File: config.mk
export PLATFORM = sky130hd
export DESIGN_NAME = writeback_unit
export DESIGN_NICKNAME = d
export VERILOG_FILES = /design/src/rtl/writeback_unit_pkg.sv /design/src/rtl/load_formatter.sv /design/src/rtl/writeback_unit.sv
export SDC_FILE = /design/constraint.sdc
export NUM_CORES = 1
export LEC_CHECK = 0
export CORE_MARGIN = 4
export CORE_UTILIZATION = 30
export DETAILED_ROUTE_END_ITERATION = 8
export GPL_TIMING_DRIVEN = 0
export PLACE_DENSITY = 0.57
export SYNTH_ARGS = -nofsm -noshare
export SYNTH_HDL_FRONTEND = slang
export SYNTH_SLANG_ARGS = --single-unit
export TNS_END_PERCENT = 5
File: constraint.sdc
create_clock -name clock -period 4.2 [get_ports clock]
set_input_delay 0.84 -clock clock [delete_from_list [all_inputs] [get_ports clock]]
set_output_delay 0.84 -clock clock [all_outputs]
set_load 0.02 [all_outputs]
File: src/rtl/writeback_unit_pkg.sv
// Shared types and constants for the writeback unit.
// Holds register/data widths, load funct3 codes and the FIFO entry bundle.
package writeback_unit_pkg;

    localparam int XLEN       = 32;
    localparam int REG_ADDR_W = 5;

    localparam logic [2:0] F3_LB  = 3'b000;
    localparam logic [2:0] F3_LH  = 3'b001;
    localparam logic [2:0] F3_LW  = 3'b010;
    localparam logic [2:0] F3_LBU = 3'b100;
    localparam logic [2:0] F3_LHU = 3'b101;

    typedef struct packed {
        logic [REG_ADDR_W-1:0] rd;
        logic [XLEN-1:0]       data;
    } wb_entry_t;

endpackage

File: src/rtl/load_formatter.sv
// Load data formatter: selects and extends a byte/halfword of a memory word.
// Purely combinational; unknown funct3 codes fall back to a full word.
module load_formatter
    import writeback_unit_pkg::*;
(
    input  logic [XLEN-1:0] word,
    input  logic [2:0]      funct3,
    input  logic [1:0]      addr_lo,
    output logic [XLEN-1:0] data
);

    logic [7:0]  byte_sel;
    logic [15:0] half_sel;

    // Pick the addressed byte and halfword lanes
    always_comb begin
        byte_sel = word[7:0];
        unique case (addr_lo)
            2'd0: byte_sel = word[7:0];
            2'd1: byte_sel = word[15:8];
            2'd2: byte_sel = word[23:16];
            2'd3: byte_sel = word[31:24];
        endcase
        half_sel = addr_lo[1] ? word[31:16] : word[15:0];
    end

    // Extend the selected lane according to the load width/sign code
    always_comb begin
        data = word;
        unique case (funct3)
            F3_LB:   data = {{24{byte_sel[7]}}, byte_sel};
            F3_LH:   data = {{16{half_sel[15]}}, half_sel};
            F3_LBU:  data = {24'd0, byte_sel};
            F3_LHU:  data = {16'd0, half_sel};
            default: data = word;
        endcase
    end

endmodule

File: src/rtl/writeback_unit.sv
// Writeback unit: result FIFO draining one write per cycle into the regfile,
// plus a busy-register scoreboard that stalls WAW issues.
module writeback_unit
    import writeback_unit_pkg::*;
#(
    parameter int DEPTH = 2
) (
    input  logic                  clock,
    input  logic                  reset,
    input  logic                  issue_valid,
    input  logic [REG_ADDR_W-1:0] issue_rd,
    output logic                  issue_ready,
    input  logic                  res_valid,
    output logic                  res_ready,
    input  logic [REG_ADDR_W-1:0] res_rd,
    input  logic [XLEN-1:0]       res_data,
    input  logic                  res_load,
    input  logic [2:0]            res_funct3,
    input  logic [1:0]            res_addr_lo,
    output logic [XLEN-1:0]       addr_rd,
    output logic [XLEN-1:0]       data_rd,
    output logic                  write_enable,
    output logic [XLEN-1:0]       busy_mask
);

    localparam int PTR_W = (DEPTH > 1) ? $clog2(DEPTH) : 1;
    localparam int CNT_W = $clog2(DEPTH + 1);
    localparam logic [PTR_W-1:0] LAST_PTR = PTR_W'(DEPTH - 1);
    localparam logic [CNT_W-1:0] FULL_CNT = CNT_W'(DEPTH);

    wb_entry_t             fifo_q [DEPTH];
    logic [PTR_W-1:0]      wr_ptr;
    logic [PTR_W-1:0]      rd_ptr;
    logic [CNT_W-1:0]      count;
    logic [XLEN-1:0]       busy_q;
    logic [XLEN-1:0]       busy_next;
    logic [XLEN-1:0]       fmt_data;
    logic [XLEN-1:0]       push_data;
    wb_entry_t             head;
    logic                  nonempty;
    logic                  out_valid;
    logic                  push;
    logic                  pop;
    logic                  issue_fire;

    load_formatter u_fmt (
        .word    (res_data),
        .funct3  (res_funct3),
        .addr_lo (res_addr_lo),
        .data    (fmt_data)
    );

    // Handshakes and head-of-queue writeback outputs
    always_comb begin
        nonempty     = (count != '0);
        head         = fifo_q[rd_ptr];
        res_ready    = (count < FULL_CNT);
        issue_ready  = ~busy_q[issue_rd];
        issue_fire   = issue_valid & issue_ready;
        push         = res_valid & res_ready;
        pop          = nonempty;
        push_data    = res_load ? fmt_data : res_data;
        out_valid    = nonempty & ~reset;
        write_enable = out_valid & (head.rd != '0);
        addr_rd      = out_valid ? XLEN'(head.rd) : '0;
        data_rd      = out_valid ? head.data : '0;
        busy_mask    = busy_q;
    end

    // Scoreboard: clear on writeback, set on issue (never for x0)
    always_comb begin
        busy_next = busy_q;
        if (pop && head.rd != '0) begin
            busy_next[head.rd] = 1'b0;
        end
        if (issue_fire && issue_rd != '0) begin
            busy_next[issue_rd] = 1'b1;
        end
    end

    // FIFO pointers, occupancy and scoreboard state
    always_ff @(posedge clock) begin
        if (reset) begin
            wr_ptr <= '0;
            rd_ptr <= '0;
            count  <= '0;
            busy_q <= '0;
        end else begin
            busy_q <= busy_next;
            if (push) begin
                wr_ptr <= (wr_ptr == LAST_PTR) ? '0 : wr_ptr + 1'b1;
            end
            if (pop) begin
                rd_ptr <= (rd_ptr == LAST_PTR) ? '0 : rd_ptr + 1'b1;
            end
            unique case ({push, pop})
                2'b10:   count <= count + 1'b1;
                2'b01:   count <= count - 1'b1;
                default: count <= count;
            endcase
        end
    end

    // FIFO storage holds already-formatted data; contents need no reset
    always_ff @(posedge clock) begin
        if (push && !reset) begin
            fifo_q[wr_ptr] <= '{rd: res_rd, data: push_data};
        end
    end

endmodule
==> metrics.csv, run 1 <==
metric,value,unit
result of the run,completed,
TritonCTS clock tree,built,
Worst setup EP type,output port,
sequential share of the synthesized area,0.5211,
routed wire length,16400,µm
diodes inserted,0,
maximum capacitance violations,0,
peak supply drop,0.0002209,V
total core area,18640,µm²
Total Power,0.003071,W
fin nets,754,
CTS Buf Count,9,
die area,21220,µm²
placed insts,924,
routed vias,4560,
syn_area_per_cell,10.53,µm²
GRT Total Usage,0.1510,
P&R area growth vs syn,34.51,%
min-delay worst type,reg -> reg,
CTS root buf,clkbuf_16,
Crit Path Category,in -> out,
num rows,50,
Syn Std Cell Area,5685,µm²
DRT Pass-1 Iters,7,
fin area,7647,µm²
final cell count without fillers,940,
chip height,145.7,µm
hold_sp,busy_mask[0]$_SDFF_PP0_,
Vias/cell,4.851,
Setup Viol. Count Final,0,
worst slew pin tran,897.5,ps
drt initial violations,246,
Worst Path Required,3360,ps
DR DRC count,0,
GPL Wtd Cong,0.8811,
leakage,2.776,nW
WL/cell,17.44,µm
Fillers,1817,
IO Pins,151,
placed cell area,7360,µm²
layout cells sized above 1,0.1091,
period utilization,0.9465,
post-DP HPWL,12640,µm
vias in the first global route,4610,
Slew Limit Fails,0,
TritonCTS Sinks,111,
crit start category,primary input,
"most common cell after layout, fill and taps aside",clkdlybuf4s50_1,
#FFs+latches synth,111,
"Clk Latency, worst-skew pair",350,ps
Syn Inst Count,540,
CTS Buffer Depth,2,
RSZ-0062 raised after global routing,false,
Final min period,3975,ps
Post-CTS Setup Bufs,0,
"Arr. time, crit path",3140,ps
Clock Skew,14.07,ps
IO buf count,119,
initial antenna violation count,1,
pin count of the biggest net entering global routing,20,
final hold vios,0,
Max-slew headroom,0.3984,
Clock transition at path regs,80,ps
CP startpoint,issue_rd[1],
gr ovfl total,0,
antenna-violating nets left,0,
highest-count cells in the layout ignoring fill and taps,"118 x clkdlybuf4s50_1, 76 x nand2_1, 74 x edfxtp_1",
H-tree depth,3,
PwrDens,401.6,nW/µm²
Max Fclk,251.5,MHz
main flop type after synthesis,edfxtp_1,
asr flop ratio synth,0,
crit-path max FO,10,
first-pass GRT wire length,25650,µm
Horiz. Die Dim,145.7,µm
initial core utilization,0.3050,
number of enable flip-flop cells after synthesis,74,
Netlist cell types,48,
Ys Warns,0,
==> area by class of cell <==
| type | count | area, µm² | share of cell area |
|---|---|---|---|
| well taps | 234 | 292.8 | 0.03829 |
| flip-flops and latches | 111 | 2963 | 0.3874 |
| inverters | 7 | 26.28 | 0.003436 |
| clock buffers | 10 | 229.0 | 0.02994 |
| clock inverters | 6 | 55.05 | 0.007199 |
| plain buffers | 56 | 365.4 | 0.04777 |
| multi-input cells | 392 | 2450 | 0.3204 |
| repair buffers | 124 | 1266 | 0.1656 |
==> layer usage <==
metal / part of all wire / wire length (µm) / vias to the layer above / track usage
met2: 0.48 / 7919 / 207 / 0.2545
li1: - / - / 2216 / -
met3: 0.094 / 1534 / 17 / 0.04391
met5: 0.00055 / 9 / - / 0
met4: 0.013 / 219 / 2 / 0.04226
met1: 0.41 / 6715 / 2118 / 0.1894
==> cells by family (layout without fill, tap and decap cells) <==
kind of cell | after synthesis | after routing | share of synthesized area
DFF | 111 | 111 | 0.5211
xor gates and xnor gates | 4 | 4 | 0.006163
other | 1 | 27 | 0.0006596
AOI/OAI and AO/OA | 96 | 96 | 0.1111
adders and majority gates | 1 | 1 | 0.002200
and+or+nand+nor | 206 | 206 | 0.1708
muxes | 58 | 58 | 0.1199
buffers and inverters | 63 | 203 | 0.06800
==> synthesized netlist by cell type, types with 2 or more instances <==
master / count / area (µm²)
nor2_1: 60 / 225.2
mux2_2: 7 / 78.83
edfxtp_1: 74 / 2222
o31ai_1: 30 / 225.2
inv_1: 3 / 11.26
a21oi_1: 26 / 130.1
nand2b_1: 7 / 43.79
mux2i_1: 43 / 430.4
nor2b_1: 25 / 156.4
dfxtp_1: 37 / 740.7
xnor2_1: 2 / 17.52
xor2_1: 2 / 17.52
mux4_2: 2 / 45.04
nand2_1: 76 / 285.3
nand3_1: 9 / 45.04
mux4_1: 4 / 105.1
buf_6: 4 / 45.04
inv_2: 4 / 15.01
buf_1: 2 / 7.510
buf_4: 27 / 202.7
or3b_1: 2 / 17.52
mux2_1: 2 / 22.52
nand3b_1: 21 / 157.7
o21ai_0: 18 / 90.09
clkbuf_1: 16 / 60.06
o32ai_1: 3 / 26.28
o22ai_1: 8 / 50.05
buf_2: 6 / 30.03
==> worst paths after layout <==
path,cells after the start,end,slack (ps)
worst max-delay path,9,issue_ready,220
worst min-delay path,1,busy_mask[0]$_SDFF_PP0_,500
worst max register to register,6,busy_mask[19]$_SDFF_PP0_,2040
worst min register to register,1,busy_mask[0]$_SDFF_PP0_,500
==> power by group <==
group / internal [W] / switching (W) / total (W) / leakage (nW)
clock network: 0.000414 / 0.000408 / 0.000822 / 0.138
logic: 0.000390 / 0.000555 / 0.000946 / 1.66
registers: 0.00126 / 0.0000392 / 0.00130 / 0.980
total: 0.00207 / 0.00100 / 0.00307 / 2.78
==> worst max-delay path, stage by stage <==
cell and delay (ps):
dlygate4sd2_1 400, buf_4 270, mux4_1 290, mux2i_1 160, o32a_1 230, o211ai_4 130, buf_6 170, inv_2 50
clkdlybuf4s50_1 590
==> what timing repair did <==
action / in CTS / in global routing
setup endpoints to repair: 1 / 11
gates resized for setup: 2 / 4
pin swaps: 0 / 0
hold buffers: 0 / 0
==> registers in the layout, summed over array words and instances, names as in the netlist, named ones only <==
name / cells
busy_mask: 32
count: 2
fifo_q: 74
rd_ptr: 1
wr_ptr: 1
==> through the flow <==
step	setup TNS [ps]	util	setup WS [ps]	hold WS, ps
finish	0	0.4102	224.6	495.1
global route	0	0.4102	89.21	502.8
CTS	0	0.4101	65.17	493.8
detailed placement	-144.1	0.3948	-144.1	482.4
global placement	-111600	0.3901	-2405	475.5
floorplan	-4207	-	-113.7	481.1
Note: power is estimated with default switching activity, not from simulation.
==> run 2: changes to the inputs <==
Settings changed: HOLD_SLACK_MARGIN set to 0.05.
==> results of run 2 <==
Final layout, timing and power as in run 1 (identical DEF).
==> run 3: changes to the inputs <==
Settings changed: CELL_PAD_IN_SITES_DETAIL_PLACEMENT set to 1, CELL_PAD_IN_SITES_GLOBAL_PLACEMENT set to 1, PLACE_DENSITY 0.57 to 0.7.
==> run 3 against run 2 <==
Critical path depth stayed put. Critical path type unchanged. Combinational power hardly changed. Sequential cell count stayed put. Wire length is 7.8% higher. Highest routed layer unchanged. Via count is 1.9% higher.
==> metrics.csv, run 3 (same netlist as run 1, synthesis figures left out) <==
metric,value,unit
met2 WL,8359,µm
R2R depth,5,
Slew Limit Fails,0,
fin area,7634,µm²
final hold vios,0,
Post-CTS Setup Bufs,0,
Vias/cell,4.948,
DR top layer,met5,
worst slew pin tran,880.2,ps
RSZ-0062 raised after global routing,false,
routed wire length,17680,µm
vias in the first global route,5055,
num rows,50,
initial antenna violation count,2,
initial core utilization,0.3050,
reported net switching power,0.001018,W
"Arr. time, crit path",3090,ps
"most common cell after layout, fill and taps aside",clkdlybuf4s50_1,
Max-slew headroom,0.4100,
IO buf count,119,
WL met3,1307,µm
Max Fclk,254.7,MHz
GPL Wtd Cong,0.8748,
TritonCTS clock tree,built,
CTS Hold Buffers Added,0,
placed insts,924,
maximum capacitance violations,0,
CTS Buf Count,9,
CTS Buffer Depth,2,
final cell count without fillers,939,
worst setup margin,274.5,ps
Switching Share,0.3304,
first-pass GRT wire length,28180,µm
peak supply drop,0.0002108,V
Horiz. Die Dim,145.7,µm
H-tree depth,3,
hold depth,1,
Clock transition at path regs,80,ps
IO Pins,151,
P_int,0.002063,W
highest-count cells in the layout ignoring fill and taps,"118 x clkdlybuf4s50_1, 76 x nand2_1, 74 x edfxtp_1",
Final min period,3926,ps
crit-path max FO,10,
"Clk Latency, worst-skew pair",360,ps
max reg flops,74,
DR DRC count,0,
met1 wire length,7590,µm
Crit Path Category,in -> out,
die area,21220,µm²
Worst Path Required,3360,ps
gr ovfl total,0,
CTS root buf,clkbuf_16,
post-DP HPWL,13870,µm
GRT Total Usage,0.1668,
total core area,18640,µm²
Top reg by flops,fifo_q,
Worst setup EP type,output port,
dpl ws,-108.7,ps
r2r setup slk,2010,ps
Comb power frac,0.307,
period utilization,0.9347,
hold endpoint,busy_mask[0]$_SDFF_PP0_,
sequential share of power,0.424,
leakage,2.764,nW
DRT Pass-1 Iters,4,
WL/cell,18.83,µm
layout cells sized above 1,0.1106,
result of the run,completed,
diodes inserted,0,
Clock Skew,11.82,ps
Clk pwr share,0.269,
pin count of the biggest net entering global routing,20,
antenna-violating nets left,0,
PwrDens,403.6,nW/µm²
post-cts sizing count,2,
Setup Viol. Count Final,0,
fin nets,754,
routed vias,4646,
hold_sp,busy_mask[0]$_SDFF_PP0_,
min-delay worst type,reg -> reg,
crit start category,primary input,
FF-to-FF End,busy_mask[9]$_SDFF_PP0_,
drt initial violations,196,
P&R area growth vs syn,34.26,%
placed cell area,7347,µm²
chip height,145.7,µm
TritonCTS Sinks,111,
-- run 3: changes by cell type in the layout (fill, tap and decap cells not counted), sizes merged --
cell and change:
clkbuf -1, clkinv -1, clkinvlp +2, inv -1
-- run 3: through the flow --
| step | power [W] | util | TNS [ps] | hold slack [ps] |
|---|---|---|---|---|
| 2_1_floorplan | 0.001898 | - | -4207 | 481.1 |
| 3_3_place_gp | 0.002249 | 0.3901 | -106970 | 473.0 |
| 3_5_place_dp | 0.002286 | 0.3941 | -108.7 | 478.3 |
| 4_1_cts | 0.003123 | 0.4093 | 0 | 491.5 |
| 5_1_grt | 0.003245 | 0.4095 | 0 | 505.5 |
| 6_report | 0.003081 | 0.4095 | 0 | 490.5 |
-- run 3: power groups by stage --
stage	clock network [W]	logic (W)	registers, W
floorplan	0	0.000571	0.00133
global placement	0	0.000918	0.00133
detailed placement	0	0.000954	0.00133
CTS	0.000856	0.000960	0.00131
global route	0.000901	0.00103	0.00132
finish	0.000830	0.000945	0.00131
-- run 3: final cells by class --
class                   instances  area (µm²)
fillers                      2107       11010
flip-flops and latches        111        2963
multi-input cells             392        2450
repair buffers                124        1254
plain buffers                  56       365.4
well taps                     234       292.8
clock buffers                   9       225.2
clock inverters                 6       57.56
inverters                       7       26.28
-- run 3: how the worst max path moves through the flow --
| stage | startpoint | endpoint |
|---|---|---|
| 6_report | issue_rd[1] | issue_ready |
| 5_1_grt | reset | data_rd[19] |
| 4_1_cts | reset | data_rd[19] |
| 3_5_place_dp | issue_rd[1] | issue_ready |
| 3_3_place_gp | reset | fifo_q[0][1]$_DFFE_PP_ |
| 2_1_floorplan | reset | fifo_q[0][0]$_DFFE_PP_ |
-- run 3: metal layers --
layer | GRT usage | vias up
li1 | - | 2212
met1 | 0.2069 | 2221
met2 | 0.2780 | 179
met3 | 0.04609 | 30
met4 | 0.06173 | 4
met5 | 0 | -
-- run 3: critical path, cell delays in order --
cell	delay (ps)
dlygate4sd2_1	360
buf_4	260
mux4_1	300
mux2i_1	140
o32a_1	210
o211ai_4	140
buf_6	180
inv_2	40
clkdlybuf4s50_1	590
